### config.mk
export PLATFORM = sky130hd
export DESIGN_NAME = addsub_share_arbiter
export DESIGN_NICKNAME = d
export VERILOG_FILES = /design/src/rtl/addsub_share_arbiter.sv
export SDC_FILE = /design/constraint.sdc
export NUM_CORES = 1
export LEC_CHECK = 0
export CORE_MARGIN = 1
export CORE_UTILIZATION = 37
export CTS_BUF_LIST = sky130_fd_sc_hd__clkbuf_4
export DETAILED_ROUTE_END_ITERATION = 8
export GPL_TIMING_DRIVEN = 0
export MAX_ROUTING_LAYER = met4
export PLACE_DENSITY = 0.88
export SYNTH_ARGS = -nofsm -noshare
export SYNTH_HDL_FRONTEND = slang
export SYNTH_SLANG_ARGS = --single-unit
### constraint.sdc
create_clock -name clk_i -period 1.7 [get_ports clk_i]
set_input_delay 0.425 -clock clk_i [delete_from_list [all_inputs] [get_ports clk_i]]
set_output_delay 0.425 -clock clk_i [all_outputs]
set_load 0.05 [all_outputs]
### src/rtl/addsub_share_arbiter.sv
// Round-robin arbiter that shares one external W-bit add/sub unit among NREQ requesters.
// One operation in flight at a time: IDLE (arbitrate) -> EXEC (adder settles) -> DONE (handshake).
module addsub_share_arbiter #(
    parameter int unsigned NREQ = 4,
    parameter int unsigned W    = 16,
    parameter int unsigned IDW  = 2
) (
    input  logic              clk_i,
    input  logic              rst_ni,
    input  logic [NREQ-1:0]   req_i,
    input  logic [NREQ*W-1:0] op_a_i,
    input  logic [NREQ*W-1:0] op_b_i,
    input  logic [NREQ-1:0]   op_sub_i,
    input  logic [NREQ-1:0]   op_sign_i,
    output logic [NREQ-1:0]   gnt_o,
    output logic              busy_o,
    output logic [W-1:0]      add_a_o,
    output logic [W-1:0]      add_b_o,
    output logic              add_sub_o,
    output logic              add_sign_o,
    input  logic [W-1:0]      add_sum_i,
    input  logic              add_ovf_i,
    output logic              res_valid_o,
    input  logic              res_ready_i,
    output logic [IDW-1:0]    res_id_o,
    output logic [W-1:0]      res_sum_o,
    output logic              res_ovf_o
);

    typedef enum logic [1:0] {StIdle, StExec, StDone} state_e;

    state_e          state_q, state_d;
    logic [IDW-1:0]  ptr_q, ptr_d;
    logic [NREQ-1:0] gnt_q, gnt_d;
    logic [W-1:0]    add_a_q, add_a_d, add_b_q, add_b_d;
    logic            add_sub_q, add_sub_d, add_sign_q, add_sign_d;
    logic            res_valid_q, res_valid_d;
    logic [IDW-1:0]  res_id_q, res_id_d;
    logic [W-1:0]    res_sum_q, res_sum_d;
    logic            res_ovf_q, res_ovf_d;

    // Rotate requests so bit 0 is the requester at the round-robin pointer.
    logic [2*NREQ-1:0] req_dbl;
    logic [NREQ-1:0]   req_rot;
    logic              win_found;
    logic [IDW-1:0]    win_idx;

    assign req_dbl = {req_i, req_i} >> ptr_q;
    assign req_rot = req_dbl[NREQ-1:0];

    always_comb begin
        int unsigned pos;
        pos       = 0;
        win_found = 1'b0;
        win_idx   = '0;
        // Descending scan so the lowest rotated offset wins.
        for (int k = NREQ - 1; k >= 0; k--) begin
            if (req_rot[k]) begin
                pos = 32'(ptr_q) + 32'(k);
                if (pos >= NREQ) begin
                    pos = pos - NREQ;
                end
                win_found = 1'b1;
                win_idx   = IDW'(pos);
            end
        end
    end

    always_comb begin
        state_d     = state_q;
        ptr_d       = ptr_q;
        gnt_d       = '0;
        add_a_d     = add_a_q;
        add_b_d     = add_b_q;
        add_sub_d   = add_sub_q;
        add_sign_d  = add_sign_q;
        res_valid_d = res_valid_q;
        res_id_d    = res_id_q;
        res_sum_d   = res_sum_q;
        res_ovf_d   = res_ovf_q;
        unique case (state_q)
            StIdle: begin
                if (win_found) begin
                    gnt_d      = NREQ'(1) << win_idx;
                    add_a_d    = op_a_i[win_idx*W +: W];
                    add_b_d    = op_b_i[win_idx*W +: W];
                    add_sub_d  = op_sub_i[win_idx];
                    add_sign_d = op_sign_i[win_idx];
                    res_id_d   = win_idx;
                    ptr_d      = (32'(win_idx) == NREQ - 1) ? '0 : win_idx + 1'b1;
                    state_d    = StExec;
                end
            end
            StExec: begin
                res_sum_d   = add_sum_i;
                res_ovf_d   = add_ovf_i;
                res_valid_d = 1'b1;
                state_d     = StDone;
            end
            StDone: begin
                if (res_ready_i) begin
                    res_valid_d = 1'b0;
                    state_d     = StIdle;
                end
            end
            default: state_d = StIdle;
        endcase
    end

    always_ff @(posedge clk_i or negedge rst_ni) begin
        if (!rst_ni) begin
            state_q     <= StIdle;
            ptr_q       <= '0;
            gnt_q       <= '0;
            add_a_q     <= '0;
            add_b_q     <= '0;
            add_sub_q   <= 1'b0;
            add_sign_q  <= 1'b0;
            res_valid_q <= 1'b0;
            res_id_q    <= '0;
            res_sum_q   <= '0;
            res_ovf_q   <= 1'b0;
        end else begin
            state_q     <= state_d;
            ptr_q       <= ptr_d;
            gnt_q       <= gnt_d;
            add_a_q     <= add_a_d;
            add_b_q     <= add_b_d;
            add_sub_q   <= add_sub_d;
            add_sign_q  <= add_sign_d;
            res_valid_q <= res_valid_d;
            res_id_q    <= res_id_d;
            res_sum_q   <= res_sum_d;
            res_ovf_q   <= res_ovf_d;
        end
    end

    assign gnt_o       = gnt_q;
    assign busy_o      = (state_q != StIdle);
    assign add_a_o     = add_a_q;
    assign add_b_o     = add_b_q;
    assign add_sub_o   = add_sub_q;
    assign add_sign_o  = add_sign_q;
    assign res_valid_o = res_valid_q;
    assign res_id_o    = res_id_q;
    assign res_sum_o   = res_sum_q;
    assign res_ovf_o   = res_ovf_q;

endmodule

Yosys cells after proc, flatten, opt, wreduce, memory -nomap -nowiden
Index checks and enable logic that the tools add are counted.
{"block": "op_classes", "add_sub_neg": 8, "order_cmp": 5, "eq_ne": 5, "n_shift": 4, "muxes": 24, "n_reduce_logical": 6}
{"op": "$shiftx 64x7->16", "count": 2}
{"op": "$mux 2", "count": 11}
{"op": "$ge 3x3->1 const B", "count": 3}
{"op": "$mux 4", "count": 2}
{"op": "$shr 8x2->4", "count": 1}
{"op": "$sub 2x1->2 const B", "count": 4}
{"op": "$mux 1", "count": 7}
{"op": "$add 2x2->3 const B", "count": 2}
{"op": "$pmux 2 s3", "count": 1}
{"op": "$reduce_and 2->1", "count": 3}
{"op": "$bmux 1 s2", "count": 2}
{"op": "$eq 2x2->1 const B", "count": 2}
{"op": "$ne 2x2->1 const B", "count": 2}
{"op": "$reduce_bool 2->1", "count": 2}
{"op": "$shl 1x2->4 const A", "count": 1}
{"op": "$add 2x1->3 const B", "count": 1}
{"op": "$ge 2x3->1 const B", "count": 1}
{"op": "$lt 2x3->1 const B", "count": 1}
{"op": "$add 2x1->2 const B", "count": 1}
{"op": "$eq 2x1->1 const B", "count": 1}
{"op": "$logic_not 2->1", "count": 1}
{"op": "$pmux 1 s2", "count": 1}
{"block": "totals", "reg_bits": 62, "in_bits": 160, "output_inout_bits": 59, "word_cells": 63}

Logic depth before layout (Yosys ltp)
Gate-level depths: netlist of run 1.
{"block": "depth", "ltp_word": 10, "depth_mapped": 9, "ltp_nobuf": 7}

Worst setup path after synthesis of run 1
Ideal clock, no wire load.
{"block": "synth_timing", "path_kind": "reg-to-reg", "start": "register state_q[0]", "end": "register add_a_q[5], in the netlist add_a_o[5]", "setup_ns": 0.142, "arrival_time_ns": 1.639, "required_ns": 1.558, "setup_slack_ns": -0.081, "path_stages_with_launch": 7, "n_path_buf": 1, "period_less_slack_ns": 1.781, "cell_sequence": "dfrtp_1 > or2_1 > a31o_2 > clkinv_2 > nand2_2 > clkbuf_1 > o221ai_1"}
{"block": "synth_between", "elab_chain_cells": 2}
{"item": "start, declared", "line": "32", "text": "state_e state_q, state_d;"}
{"item": "start signal, assigned", "line": "112", "text": "state_q <= StIdle;"}
{"item": "start signal, assigned", "line": "124", "text": "state_q <= state_d;"}
{"item": "$logic_not 2->1", "line": "81", "text": "unique case (state_q)"}
{"item": "$reduce_and 2->1 (no source line)"}
{"item": "end signal, assigned", "line": "115", "text": "add_a_q <= '0;"}
{"item": "end signal, assigned", "line": "127", "text": "add_a_q <= add_a_d;"}
{"item": "end, declared", "line": "35", "text": "logic [W-1:0] add_a_q, add_a_d, add_b_q, add_b_d;"}
Every way passes these cells.
A chain may end at the register's enable or synchronous reset.

Final worst setup path of run 1
{"block": "layout_timing", "start": "register ptr_q[0]", "end": "register add_a_q[2], in the netlist add_a_o[2]"}
{"block": "layout_between", "elab_chain_cells": 8, "word_cells_on_any_way": 26, "cone_classes": "7 x add/sub; 4 x order compare; 2 x shift; 12 x mux; 1 x reduce/logical"}
{"item": "start, declared", "line": "33", "text": "logic [IDW-1:0] ptr_q, ptr_d;"}
{"item": "start signal, assigned", "line": "125", "text": "ptr_q <= ptr_d;"}
{"item": "$add 2x2->3", "line": "59", "text": "pos = 32'(ptr_q) + 32'(k);"}
{"item": "$ge 3x3->1 / $sub 2x1->2 (equally long branches)", "line": "60, 61"}
{"item": "$mux 2", "line": "60", "text": "if (pos >= NREQ) begin"}
{"item": "$mux 2 (4 in series)", "line": "58", "text": "if (req_rot[k]) begin"}
{"item": "$shiftx 64x7->16", "line": "85", "text": "add_a_d = op_a_i[win_idx*W +: W];"}
Several ways; a longest one is shown, not always the timed one.

==> results of run 1 <==
==> through the flow <==
step / std cells / total power (µW)
after global routing: 638 / 12720
after floorplan: 275 / 7355
after detailed placement: 599 / 9892
final: 638 / 12180
after global placement: 598 / 9691
after CTS: 635 / 11890
==> timing repair <==
item                                    in CTS  in global routing
endpoints found under the setup margin     100                 56
pin swaps                                   19                 10
gates cloned                                 7                  1
buffers inserted                            13                  6
gates resized for setup                    219                 44
==> final cells by class <==
| type | instances | area [µm²] | area share (%) |
|---|---|---|---|
| clock inverter | 5 | 73.82 | 1.165 |
| sequential | 62 | 1553 | 24.50 |
| timing repair buffer | 244 | 2601 | 41.04 |
| buffer | 19 | 219.0 | 3.454 |
| clock buffer | 11 | 82.58 | 1.303 |
| tap | 105 | 131.4 | 2.073 |
| inverter | 6 | 31.28 | 0.4935 |
| multi-input combinational | 186 | 1647 | 25.98 |
==> power by group <==
| group | internal, µW | switching (µW) | leakage [µW] |
|---|---|---|---|
| logic | 3510 | 4860 | 0.00197 |
| clock network | 622 | 557 | 0.0000883 |
| registers | 2210 | 418 | 0.000754 |
==> state kept, by name, indices dropped and copies added, names as in the netlist <==
name / cells
add_sub_o: 1
gnt_o: 4
res_id_o: 2
add_sign_o: 1
res_valid_o: 1
add_b_o: 16
res_sum_o: 16
state_q: 2
add_a_o: 16
ptr_q: 2
res_ovf_o: 1
==> logic make-up after synthesis <==
group / share of synthesized area [%]
flops: 48.08
buf+inv: 5.777
simple gates: 6.825
mux: 27.03
compound gates: 11.90
fa+ha+maj: 0.3877
==> synth_stat cells (3+ instances only) <==
cell type  count  area share, %
mux2i_1       68             21
dfrtp_1       62             48
nand2_1       39            4.5
o221ai_1      34            9.2
mux2_2        17            5.9
buf_6         10            3.5
clkbuf_1       6           0.70
a21oi_1        5           0.78
inv_1          5           0.58
nor2_1         5           0.58
buf_2          4           0.62
a21o_1         3           0.70
nand2b_1       3           0.58
==> final timing paths <==
| check | to | cells after the start | from | slack [ns] |
|---|---|---|---|---|
| worst min-delay path | add_b_o[2]$_DFFE_PN0P_ | 1 | rst_ni | 0.02 |
| worst min register to register | res_id_o[1]$_DFFE_PN0P_ | 2 | res_id_o[1]$_DFFE_PN0P_ | 0.50 |
| worst max-delay path | add_a_o[2]$_DFFE_PN0P_ | 8 | ptr_q[0]$_DFFE_PN0P_ | -0.16 |
| min in group clk_i | res_id_o[1]$_DFFE_PN0P_ | 2 | res_id_o[1]$_DFFE_PN0P_ | 0.50 |
| max in group asynchronous | ptr_q[1]$_DFFE_PN0P_ | 2 | rst_ni | 1.05 |
| worst max register to register | add_a_o[2]$_DFFE_PN0P_ | 8 | ptr_q[0]$_DFFE_PN0P_ | -0.16 |
==> routing by layer <==
metal,wire length [µm],global-route usage [%],share of wire [%]
met1,4809,30.25,37
met2,7235,52.44,56
met3,687,5.502,5.3
met4,165,8.706,1.3
met5,0,-,0
==> results.py, run 1 <==
metrics = {
    "timing": {
        "fin_crit_sh_pct": 109.3,
        "drv_slew": 0,
        "worstMarginPinSlew_ns": 0.5711,
        "setup_viol": 36,
        "timing.hold.ws_ns": 0.01791,
        "fin_crit_ns": 1.857,
        "tns_ns": -3.180,
        "rsz0062_at_grt": "yes",
        "setup_slack_ns": -0.1573,
        "clock.fmax_mhz": 538.4,
        "hold_viol": 0,
        "max_slew_margin_pct": 61.93,
        "clock_skew_ns": 0.01113,
    },
    "global_route": {
        "grt_max_degree": 40,
        "globalRouteTotalUtil_pct": 28.31,
        "grt.overflow.total": 0,
        "first_global_vias": 3587,
        "grt_first_pass_wirelength_mm": 18.33,
        "antenna_found_initial": 0,
    },
    "place": {
        "place.gp.congestion": 0.8465,
        "port_buffers": 218,
        "place_ws_ns": -0.8285,
        "dpl_cell_area_mm2": 0.005558,
        "place_hpwl_mm": 8.776,
    },
    "drt": {
        "drt.antenna.violating_nets": 0,
        "first_pass_iters": 5,
        "wl_mm": 12.90,
        "wl_per_cell_um": 20.22,
        "drc": 0,
        "first_iter_violations": 87,
        "drt-vias-per-instance": 5.216,
        "vias": 3328,
    },
    "clock_tree": {
        "cts_sinks": 62,
        "cts_tree": "done",
        "clk_pin_slew_ns": 0.12,
        "htree_levels": 3,
        "insertion_delay_ns": 0.39,
        "clock_path_buffers": 2,
        "cts_buffers": 9,
        "root_buffer": "clkbuf_4",
        "cts_hold_buffers": 0,
    },
    "floorplanning": {
        "die_area_mm2": 0.009098,
        "io-pin-count": 219,
        "row_count": 33,
        "start_util_pct": 38.69,
        "die_h_um": 95.39,
        "die_w_um": 95.39,
        "coreArea_mm2": 0.008341,
    },
    "power_and_ir_drop": {
        "power.density_mw_per_mm2": 1922,
        "ir_drop_uv": 1081,
        "p_leak_uw": 0.002813,
    },
    "logic_synthesis": {
        "synth_edf_count": 0,
        "synth_cells": 275,
        "synth_seq_cells": 62,
        "ys_warn_count": 0,
        "synth.avg_cell_area_um2": 11.73,
        "synthDistinctLibCells": 27,
        "syn_nets": 436,
        "synth_ff_type": "dfrtp_1",
        "ys_async_sr_fraction_pct": 100.0,
        "synth-seq-area-share_pct": 48.08,
        "mappedNetlistArea_mm2": 0.003227,
    },
    "worst_setup_path": {
        "critPathMaxStageDelay_ns": 0.41,
        "critPathCaptureType": "flip-flop",
        "crit_path_top_delay_cell": "dfrtp_1",
        "critPathKind": "reg -> reg",
        "path_cells": "nand2b_4 > a21oi_4 > a211o_1 > buf_6 > buf_8 > buf_12 > mux2i_4 > o221ai_2",
        "crit_required_ns": 1.99,
        "cp.arrival_ns": 2.15,
        "cp_top_family": "compound AO/OA/AOI/OAI gates",
        "worstSetupStartpointType": "flip-flop",
        "critical_path.n_buffers_inverters": 3,
        "crit_fanout": 5,
    },
    "run_status": {
        "violations": "setup timing",
        "status": "finished, violations left",
    },
    "finish": {
        "layout_commonest_cell": "clkdlybuf4s50_1",
        "final_area_mm2": 0.006339,
        "fillers": 557,
        "num_antenna_cells": 0,
        "fin_util_pct": 76.00,
        "drive_gt1_share_pct": 30.39,
        "final_cell_mix": "clkdlybuf4s50_1, dfrtp_1, mux2i_1",
        "num-nets-final": 689,
        "syn_to_final_growth_pct": 96.43,
    },
    "job": {
        "drv_cap": 0,
    },
    "worst_hold_path": {
        "hp-class": "in -> async",
    },
}
(Power assumes the default switching activity.)
==> run 2, diff against run 1 <==
- PLACE_DENSITY: 0.88 -> 0.93
==> run 2 against run 1 <==
The flow still finishes with violations (setup timing). Final cell count shrank 0.63%. Clock-buffer cell count shrank 2. Register-to-register slack is essentially flat. Largest power group unchanged. Critical endpoint is now add_b_o[0]$_DFFE_PN0P_.
==> results.py, run 2 (same netlist as run 1, synthesis figures left out) <==
metrics = {
    "worst_setup_path": {
        "crit_fanout": 7,
        "crit_top_cell": "buf_12",
        "critical_path.n_buffers_inverters": 3,
        "r2r-end": "add_b_o[0]$_DFFE_PN0P_",
        "rrSetupSlack_ns": -0.15,
        "path_cells": "nand2b_4 > a21oi_2 > a211o_1 > buf_12 > buf_12 > buf_6 > mux2i_1 > o221ai_1",
        "ff2ff_path_depth": 8,
        "crit_required_ns": 2.00,
        "cp_top_family": "compound AO/OA/AOI/OAI gates",
        "cp.arrival_ns": 2.15,
        "critPathKind": "reg -> reg",
        "critPathCaptureType": "flip-flop",
        "worstSetupStartpointType": "flip-flop",
        "reg2reg_from": "ptr_q[0]$_DFFE_PN0P_",
        "critPathMaxStageDelay_ns": 0.43,
        "crit_path_top_delay_cell": "dfrtp_1",
    },
    "floorplanning": {
        "coreArea_mm2": 0.008341,
        "io-pin-count": 219,
        "row_count": 33,
        "die_h_um": 95.39,
        "die_area_mm2": 0.009098,
        "start_util_pct": 38.69,
        "die_w_um": 95.39,
    },
    "finish": {
        "final_area_mm2": 0.006415,
        "syn_to_final_growth_pct": 98.80,
        "num_antenna_cells": 0,
        "layout_commonest_cell": "clkdlybuf4s50_1",
        "final_cells": 634,
        "fillers": 521,
        "drive_gt1_share_pct": 32.51,
        "final_cell_mix": "clkdlybuf4s50_1, dfrtp_1, clkdlybuf4s15_2",
        "num-nets-final": 686,
    },
    "worst_hold_path": {
        "hp-class": "in -> async",
    },
    "timing": {
        "hold_viol": 0,
        "max_slew_margin_pct": 55.03,
        "drv_slew": 0,
        "fin_crit_sh_pct": 108.9,
        "rsz0062_at_grt": "yes",
        "clock_skew_ns": 0.02366,
        "timing.hold.ws_ns": 0.02352,
        "clock.fmax_mhz": 540.3,
        "setup_viol": 37,
        "worstMarginPinSlew_ns": 0.6746,
        "fin_crit_ns": 1.851,
        "setup_slack_ns": -0.1508,
    },
    "global_route": {
        "first_global_vias": 3475,
        "grt.overflow.total": 0,
        "globalRouteTotalUtil_pct": 27.66,
        "antenna_found_initial": 0,
        "grt_first_pass_wirelength_mm": 17.80,
        "grt_max_degree": 36,
    },
    "place": {
        "dp_cells": 599,
        "dpl_cell_area_mm2": 0.005558,
        "place_hpwl_mm": 8.722,
        "place.gp.congestion": 0.7952,
        "port_buffers": 218,
        "place_ws_ns": -0.8395,
    },
    "power_and_ir_drop": {
        "power.density_mw_per_mm2": 1901,
        "ir_drop_uv": 1032,
        "total_power_uw": 12200,
        "p_leak_uw": 0.002754,
    },
    "clock_tree": {
        "cts_sinks": 62,
        "clk_pin_slew_ns": 0.13,
        "htree_levels": 3,
        "insertion_delay_ns": 0.43,
        "clock_path_buffers": 2,
        "root_buffer": "clkbuf_4",
        "cts_tree": "done",
        "cts_hold_buffers": 0,
        "cts_buffers": 9,
    },
    "drt": {
        "first_iter_violations": 94,
        "wl_per_cell_um": 19.75,
        "drt.antenna.violating_nets": 0,
        "drc": 0,
        "drt-vias-per-instance": 5.350,
        "vias": 3392,
        "first_pass_iters": 4,
        "wl_mm": 12.52,
    },
    "run_status": {
        "status": "finished, violations left",
        "violations": "setup timing",
    },
    "job": {
        "drv_cap": 0,
    },
}
## run 2: cell types whose count changed in the layout (fill, tap and decap cells not counted), moves of 3 or more
cell	delta
buf_4	+3
o221ai_1	-7
clkbuf_2	-6
o221ai_2	+7
mux2i_4	+8
mux2i_1	-9
buf_12	+3
buf_8	-4
clkdlybuf4s15_2	+6
## run 2: power by group
| group | internal, µW | switching, µW |
|---|---|---|
| sequential | 2210 | 435 |
| combinational | 3520 | 4910 |
| clock | 574 | 551 |
| total | 6310 | 5890 |
## run 2: worst reg2reg max path, cell delays in order, from the launching register on
cell	delay, ns
dfrtp_1	0.43
nand2b_4	0.17
a21oi_2	0.13
a211o_1	0.22
buf_12	0.18
buf_12	0.12
buf_6	0.10
mux2i_1	0.22
o221ai_1	0.18
## run 2: how the worst max path moves through the flow
stage | from | cells past startpoint | to | slack, ns
floorplan | req_i[2] | 9 | ptr_q[1]$_DFFE_PN0P_ | 0.04
global placement | rst_ni | 1 | add_b_o[0]$_DFFE_PN0P_ | -1.72
detailed placement | req_i[1] | 7 | add_a_o[5]$_DFFE_PN0P_ | -0.84
CTS | state_q[1]$_DFFE_PN0P_ | 2 | busy_o | -0.22
global route | ptr_q[0]$_DFFE_PN0P_ | 8 | add_b_o[0]$_DFFE_PN0P_ | -0.23
finish | ptr_q[0]$_DFFE_PN0P_ | 8 | add_b_o[0]$_DFFE_PN0P_ | -0.15
## run 2: layer usage
metal	global-route usage, %	part of all wire [%]	up-vias
met2	48.99	54	175
li1	-	-	1525
met3	5.183	6.1	37
met5	-	0	-
met1	29.79	37	1655
met4	12.94	3.2	0
## run 2: per-stage QoR
stage,setup TNS (ns),utilization (%)
after global routing,-5.301,76.91
final,-2.181,76.91
after detailed placement,-27.35,66.64
after CTS,-3.144,75.29
after global placement,-130.61,66.46
after floorplan,0,-
## run 2: timing repair
item	4_1_cts	5_1_grt
gates resized for setup	230	47
gates cloned	7	0
pin swaps	14	18
endpoints found under the setup margin	99	43
buffers inserted	12	6
## run 2: final cells by class
| class | count | area [µm²] | share of cell area, % |
|---|---|---|---|
| repair buffers | 240 | 2529 | 39.42 |
| plain buffers | 20 | 244.0 | 3.803 |
| well taps | 105 | 131.4 | 2.048 |
| flip-flops and latches | 62 | 1553 | 24.21 |
| clock buffers | 9 | 67.56 | 1.053 |
| inverters | 6 | 32.53 | 0.5071 |
| multi-input cells | 186 | 1780 | 27.76 |
| clock inverters | 6 | 77.57 | 1.209 |
